`src/rtl/ql_pp3_mult_pipe.sv`:
```
// Pipelined, parametrised front-end for the pp3 32x32 hard multiplier with valid/ready backpressure.
// Define QL_MULT_ACC_EN to add a wrap-around accumulator at the final stage.
module ql_pp3_mult_pipe #(
  parameter int A_WIDTH   = 16,
  parameter int B_WIDTH   = 16,
  parameter int OUT_WIDTH = 32,
  parameter int LATENCY   = 2
) (
  input  logic                 clk,
  input  logic                 rst,
  input  logic                 in_valid,
  output logic                 in_ready,
  input  logic [A_WIDTH-1:0]   a,
  input  logic [B_WIDTH-1:0]   b,
  input  logic                 a_signed,
  input  logic                 b_signed,
  input  logic                 acc_first,
  output logic                 out_valid,
  input  logic                 out_ready,
  output logic [OUT_WIDTH-1:0] out_data
);

  // Stages after the operand stage; with LATENCY=1 the single stage is the output stage.
  localparam int TAIL = (LATENCY > 1) ? LATENCY - 1 : 1;

  // A 33rd bit keeps a 32-bit unsigned operand positive in the signed multiply.
  function automatic logic signed [32:0] ext_a(input logic [A_WIDTH-1:0] v, input logic sgn);
    return {{(33 - A_WIDTH){sgn & v[A_WIDTH-1]}}, v};
  endfunction

  function automatic logic signed [32:0] ext_b(input logic [B_WIDTH-1:0] v, input logic sgn);
    return {{(33 - B_WIDTH){sgn & v[B_WIDTH-1]}}, v};
  endfunction

  function automatic logic [63:0] mult_ext(input logic signed [32:0] x, input logic signed [32:0] y);
    logic signed [63:0] xw;
    logic signed [63:0] yw;
    xw = {{31{x[32]}}, x};
    yw = {{31{y[32]}}, y};
    return xw * yw;
  endfunction

  function automatic logic [OUT_WIDTH-1:0] acc_wrap(input logic [OUT_WIDTH-1:0] acc,
                                                    input logic                 restart,
                                                    input logic [OUT_WIDTH-1:0] term);
    logic [OUT_WIDTH-1:0] base;
    base = restart ? '0 : acc;
    return base + term;
  endfunction

  logic stall;
  logic take;

  assign stall    = out_valid && !out_ready;
  assign in_ready = !stall;
  assign take     = in_valid && in_ready;

  logic signed [32:0] a_ext;
  logic signed [32:0] b_ext;

  assign a_ext = ext_a(a, a_signed);
  assign b_ext = ext_b(b, b_signed);

  logic                 term_vld;
  logic                 term_first;
  logic [63:0]          term_prod;
  logic [OUT_WIDTH-1:0] term_lo;

  generate
    if (LATENCY > 1) begin : g_op_stage
      logic               vld_p1;
      logic               first_p1;
      logic signed [32:0] a_p1;
      logic signed [32:0] b_p1;

      // Stage 1: extended operands and mode bits
      always_ff @(posedge clk) begin
        if (rst) begin
          vld_p1 <= 1'b0;
        end else if (!stall) begin
          vld_p1 <= take;
        end
      end

      always_ff @(posedge clk) begin
        if (!stall) begin
          a_p1     <= a_ext;
          b_p1     <= b_ext;
          first_p1 <= acc_first;
        end
      end

      assign term_vld   = vld_p1;
      assign term_first = first_p1;
      assign term_prod  = mult_ext(a_p1, b_p1);
    end else begin : g_no_op_stage
      assign term_vld   = take;
      assign term_first = acc_first;
      assign term_prod  = mult_ext(a_ext, b_ext);
    end

    if (OUT_WIDTH < 64) begin : g_prod_hi
      logic [63-OUT_WIDTH:0] unused_prod_hi;
      assign unused_prod_hi = term_prod[63:OUT_WIDTH];
    end
  endgenerate

  assign term_lo = term_prod[OUT_WIDTH-1:0];

  // Tail index k holds pipeline stage k+2 (k+1 when LATENCY=1); the last entry is the output stage.
  logic [TAIL-1:0]      vld_pn;
  logic [TAIL-1:0]      first_pn;
  logic [OUT_WIDTH-1:0] data_pn [TAIL];

  logic [TAIL-1:0]      v_in;
  logic [TAIL-1:0]      f_in;
  logic [OUT_WIDTH-1:0] d_in [TAIL];
  logic [OUT_WIDTH-1:0] final_val;

  always_comb begin
    v_in    = '0;
    f_in    = '0;
    v_in[0] = term_vld;
    f_in[0] = term_first;
    d_in[0] = term_lo;
    for (int k = 1; k < TAIL; k++) begin
      v_in[k] = vld_pn[k-1];
      f_in[k] = first_pn[k-1];
      d_in[k] = data_pn[k-1];
    end
  end

`ifdef QL_MULT_ACC_EN
  // The output register doubles as the accumulator: it only loads on valid beats.
  assign final_val = acc_wrap(data_pn[TAIL-1], f_in[TAIL-1], d_in[TAIL-1]);
`else
  logic unused_first;
  assign unused_first = f_in[TAIL-1];
  assign final_val    = d_in[TAIL-1];
`endif

  // Tail stages: product lane through to the output stage
  always_ff @(posedge clk) begin
    if (rst) begin
      vld_pn <= '0;
    end else if (!stall) begin
      vld_pn <= v_in;
    end
  end

  always_ff @(posedge clk) begin
    if (!stall) begin
      first_pn <= f_in;
      for (int k = 0; k < TAIL - 1; k++) begin
        data_pn[k] <= d_in[k];
      end
    end
    if (rst) begin
      data_pn[TAIL-1] <= '0;
    end else if (!stall && v_in[TAIL-1]) begin
      data_pn[TAIL-1] <= final_val;
    end
  end

  logic unused_tail_first;
  assign unused_tail_first = first_pn[TAIL-1];

  assign out_valid = vld_pn[TAIL-1];
  assign out_data  = data_pn[TAIL-1];

endmodule

```
`config.mk`:
```
export PLATFORM = sky130hd
export DESIGN_NAME = ql_pp3_mult_pipe
export DESIGN_NICKNAME = d
export VERILOG_FILES = /design/src/rtl/ql_pp3_mult_pipe.sv
export SDC_FILE = /design/constraint.sdc
export NUM_CORES = 1
export LEC_CHECK = 0
export BUFFER_PORTS_ARGS = -buffer_cell sky130_fd_sc_hd__buf_2
export CAP_MARGIN = 40
export CORE_ASPECT_RATIO = 1.75
export CORE_MARGIN = 3
export CORE_UTILIZATION = 55
export DETAILED_ROUTE_END_ITERATION = 12
export HOLD_SLACK_MARGIN = 0.1
export PLACE_DENSITY = 0.71
export SLEW_MARGIN = 0
export SYNTH_ARGS = -nofsm -noshare
export SYNTH_HDL_FRONTEND = slang
export SYNTH_SLANG_ARGS = --single-unit
```
`constraint.sdc`:
```
create_clock -name clk -period 7.8 [get_ports clk]
set_input_delay 0.78 -clock clk [delete_from_list [all_inputs] [get_ports clk]]
set_output_delay 0.78 -clock clk [all_outputs]
set_load 0.01 [all_outputs]
```
# Word level (Yosys, flattened, before mapping)
# Memories as Yosys holds them, arrays and structs flattened.
# Index checks and enable logic that the tools add are counted.
totals:
  reg_bits: 36
  ramBits: 32
  in_bits: 39
  output_inout_bits: 34
  word_cells: 21
  mem_count: 1
mem_list:
  columns: ["name", "depth", "word_bits", "read_ports", "rd_ports_with_merged_regs", "write_ports", "line", "source"]
  rows:
  - ["data_pn", 1, 32, 1, 0, 1, "113", "logic [OUT_WIDTH-1:0] data_pn [TAIL];"]
classes:
  multipliers: 1
  n_mux: 7
  bitwise: 2
  reduce_logical: 6
ops:
  columns: ["cell", "count"]
  rows:
  - ["$mul 17x17->32", 1]
  - ["$mux 32", 1]
  - ["$reduce_or 32->1", 1]
  - ["$mux 1", 6]
  - ["$logic_and 1x1->1", 3]
  - ["$and 1x1->1", 2]
  - ["$logic_not 1->1", 2]

# Depth between registers and ports, before layout
logic_depth:
  depth_word: 9
  ltp_mapped: 23
  depth_no_buf: 21

# Worst setup path before layout
# No wires, ideal clock.
synth_path:
  path_kind: "register to register"
  start: "register g_op_stage.b_p1[2]"
  end: "memory data_pn[0][29], data pin"
  setup_time_ns: 0.263
  arrival_time_ns: 5.453
  required_time_ns: 7.537
  path_slack_ns: 2.084
  stages_incl_launch_ff: 19
  n_path_buf: 1
  synth_period_minus_slack_ns: 5.716
  path_cell_list: "edfxtp_1 > clkbuf_1 > nand2_1 > inv_1 > fa_1 > inv_1 > fa_1 > fa_1 > fa_1 > fa_1 > fa_1 > inv_1 > ha_1 > a21oi_1 > o21ai_0 > nor3_1 > a21boi_2 > o21ai_0 > mux2i_1"
synth_between:
  elab_chain_cells: 2
synth_rtl:
  columns: ["item", "line", "source"]
  rows:
  - ["from (decl)", "74", "logic signed [32:0] b_p1;"]
  - ["from (signal assigned)", "88", "b_p1 <= b_ext;"]
  - ["$mul 17x17->32", "40", "return xw * yw;"]
  - ["$mux 32 (no source line)", null, null]
  - ["to (decl)", "113", null]
# No other way between the ends.

# Worst setup path after layout
layout_path:
  start: "register g_op_stage.b_p1[5]"
  end: "memory data_pn[0][27], data pin"
# Same word-level chain as after synthesis.

==> impl_results.rst <==
.. list-table::
   :header-rows: 1

   * - Metric
     - Value
   * - Status
     - complete, no violations
   * - RSZ-0062 raised after global routing
     - false
   * - Number of different library cells in the post-synthesis netlist
     - 46
   * - Required time of the worst setup path
     - 8010 ps
   * - Synthesized instance count
     - 1278
   * - Cell with the most instances on the worst path
     - fa_1
   * - Initial Utilization
     - 0.561
   * - Fraction of layout instances using a drive strength above 1
     - 0.0795
   * - Final HPWL DP
     - 24300 microns
   * - Die Outline Area
     - 25100 sq um
   * - Data arrival time at the worst-slack endpoint
     - 6620 ps
   * - Residual DRC count
     - 0
   * - Max FO, Critical Path
     - 17
   * - Adder and majority gate portion of the synthesized area
     - 0.523
   * - Final Non-Filler Cells
     - 1634
   * - Cell type of the slowest stage on the worst timing path
     - fa_1
   * - Setup crit end kind
     - flop
   * - Setup fix buffers added after clock tree synthesis
     - 0
   * - GRT overflow
     - 0
   * - Critical setup path kind
     - flop to flop
   * - First-pass iteration count of the detailed router
     - 5
   * - Number of fillers in the final layout
     - 1949
   * - Endpoints failing setup
     - 0
   * - Seq/Total Area, Yosys
     - 0.158
   * - Global placement routability congestion
     - a little under 0.9
   * - IO Pins
     - 73
   * - Most frequent standard cell in the layout excluding fill and tap cells
     - inv_1
   * - Antenna cell count
     - 0
   * - Number of placement rows
     - 73
   * - Vert. Die Dim
     - 208 microns
   * - Antenna violations before repair
     - 0
   * - Count of clock tree sinks
     - about 70
   * - Aggregate negative setup slack
     - 0 ps
   * - Post-synthesis instance area
     - 12800 sq um
   * - Maximum capacitance violations
     - 0
   * - EDFF count, synth
     - 66
   * - Achievable frequency
     - 0.156 GHz
   * - Worst clock skew on the final layout
     - 10.4 ps
   * - Number of flip-flops and latches in the synthesized netlist
     - 68
   * - Max Root-Sink Buffers
     - 2
   * - Number of port buffers
     - just over 70
   * - Launching element type of the critical path
     - flop
   * - Clock tree from TritonCTS
     - yes
   * - Average cell area after synthesis
     - around 10 sq um
   * - GR Util All Layers
     - 0.255
   * - DP Cell Count
     - 1618
   * - Number of nets produced by synthesis
     - 1681
   * - Largest net degree at the start of global routing
     - 39
   * - Compound-gate portion of the synthesized area
     - 0.0413
   * - Critical path's largest stage delay
     - 850 ps
   * - X dimension of the die
     - 121 microns
   * - Placeable core region
     - ~23000 sq um
   * - Transition time at the pin with the least slew margin
     - 782 ps
   * - Iteration-0 DRC Markers
     - 380
   * - # H-tree levels
     - 3
   * - Post-synthesis to final-layout area growth
     - 7.26%
   * - Post-synth ARST share
     - 0
   * - Worst slew margin
     - 0.479
   * - Main combinational cell family by area after synthesis
     - adder cells
   * - Clock transition at path regs
     - 60 ps
   * - Post-layout net count
     - about 1700
   * - Post-route minimum period
     - around 6400 ps
   * - CTS Hold Buffers Added
     - 0
   * - Average routed wire per standard cell
     - 18.1 microns
   * - Min-delay worst type
     - flop to flop
   * - Antenna Violating Nets Remaining
     - 0
   * - First-pass GRT wire length
     - a little under 50000 microns
   * - Post-CTS resize count
     - 0
   * - Synthesis Warnings
     - 0
   * - Final clock period utilization by the worst path
     - 0.821
   * - Xor and xnor fraction of the mapped netlist area
     - 0.0206
   * - Total Wirelength
     - 29500 microns
   * - Number of buffers added by the clock tree synthesis step
     - 9
   * - Cell at the root of the clock tree
     - clkbuf_16
   * - Most frequent cells in the layout
     - inv_1, fa_1, nand2_1, and2_1, ha_1
   * - Simple-gate portion of the synthesized area
     - 0.151
   * - Final hold viol count
     - 0
   * - Detailed-route via count
     - 8817
   * - Crit path cell chain
     - nand2_1 > inv_1 > fa_1 > fa_1 > fa_1 > fa_1 > fa_1 > fa_1 > ha_1 > nand2_1 > o21ai_0 > nor3_1 > a21boi_2 > or3_1 > a21oi_1
   * - Worst skew pair latency
     - 370 ps
   * - Primary flip-flop cell chosen by synthesis mapping
     - edfxtp_1
   * - Via count of the first global-routing pass
     - 9797
   * - Detail-routed via count per cell
     - 5.40
   * - Multiplexer share of the synthesized area
     - 0.00392
   * - Number of pins exceeding their max-slew limit in the final report
     - 0
flip-flops by register name, indices dropped and copies added (netlist names):
name and flops:
g_op_stage.a_p1 17, g_op_stage.vld_p1 1, g_op_stage.b_p1 17, data_pn 32, out_valid 1
metrics by stage:
stage,hold slack [ps],setup WS (ps),utilization,cell area [sq um]
5_1_grt,515,1050,0.602,13700
2_1_floorplan,432,2080,-,12800
3_5_place_dp,465,1430,0.589,13400
3_3_place_gp,456,1450,0.589,13400
4_1_cts,472,1420,0.602,13700
6_report,468,1400,0.602,13700
cells by family (layout without fill, tap and decap cells):
logic type | count (synthesis) | count (layout)
buf+inv | 346 | 402
flops | 68 | 68
compound gates | 83 | 83
simple gates | 382 | 382
xor+xnor | 30 | 30
mux | 5 | 5
fa+ha+maj | 364 | 364
worst paths after layout:
kind / startpoint / to / slack [ps] / depth (start not counted)
worst max-delay path: g_op_stage.b_p1[5] / data_pn[0][27] / 1400 / 15
worst min-delay path: g_op_stage.vld_p1 / out_valid / 470 / 2
worst max register to register: g_op_stage.b_p1[5] / data_pn[0][27] / 1400 / 15
worst min register to register: g_op_stage.vld_p1 / out_valid / 470 / 2
per-layer routing:
metal  part of all wire  up-vias  track usage  wire length (microns)
li1                   -     3899            -                      -
met1               0.30     4552        0.244                   8820
met2               0.58      250        0.478                  17200
met3              0.035      116       0.0387                   1050
met4              0.084        0        0.186                   2470
met5                  0        -            0                      0
critical path, delay by kind of cell, from the launching register on:
| family | cells | cell delay (ps) |
|---|---|---|
| flops | 1 | 770 |
| fa+ha+maj | 7 | 3710 |
| compound gates | 3 | 810 |
| buf+inv | 1 | 160 |
| simple gates | 4 | 790 |
layout make-up:
cell class                      count  area, sq um  share of cell area
Timing Repair Buffer               79          415              0.0303
Sequential cell                    68         2020               0.148
Multi-Input combinational cell    864         9440               0.689
Inverter                          307         1150              0.0842
Clock buffer                        9          225              0.0164
Tap cell                          300          375              0.0274
Clock inverter                      7         66.3             0.00484
Yosys cell counts, types with 2 or more instances:
cell / instances / area (sq um)
xor2_1: 9 / 78.8
nor3b_1: 3 / 22.5
a21o_1: 4 / 30.0
and2_1: 148 / 926
nor2b_1: 3 / 18.8
edfxtp_1: 66 / 1980
a31o_2: 3 / 26.3
mux2i_1: 5 / 50.1
buf_4: 3 / 22.5
and3_1: 2 / 12.5
nor2_1: 42 / 158
xnor2_1: 21 / 184
clkbuf_1: 36 / 135
o21ai_1: 2 / 10.0
fa_1: 282 / 5650
ha_1: 82 / 1030
inv_1: 306 / 1150
nand2b_1: 11 / 68.8
nand3_1: 6 / 30.0
dfxtp_1: 2 / 40.0
a211oi_1: 4 / 30.0
nand2_1: 148 / 556
a21oi_1: 26 / 130
nor3_1: 8 / 40.0
o31a_1: 2 / 17.5
o21a_1: 9 / 67.6
a31oi_1: 3 / 18.8
o21ai_0: 18 / 90.1
o211ai_1: 3 / 22.5
or3_1: 5 / 31.3
Power is left out: the tool's default activity adds up to more than one toggle a clock period on the data nets, which glitch-free logic cannot reach.
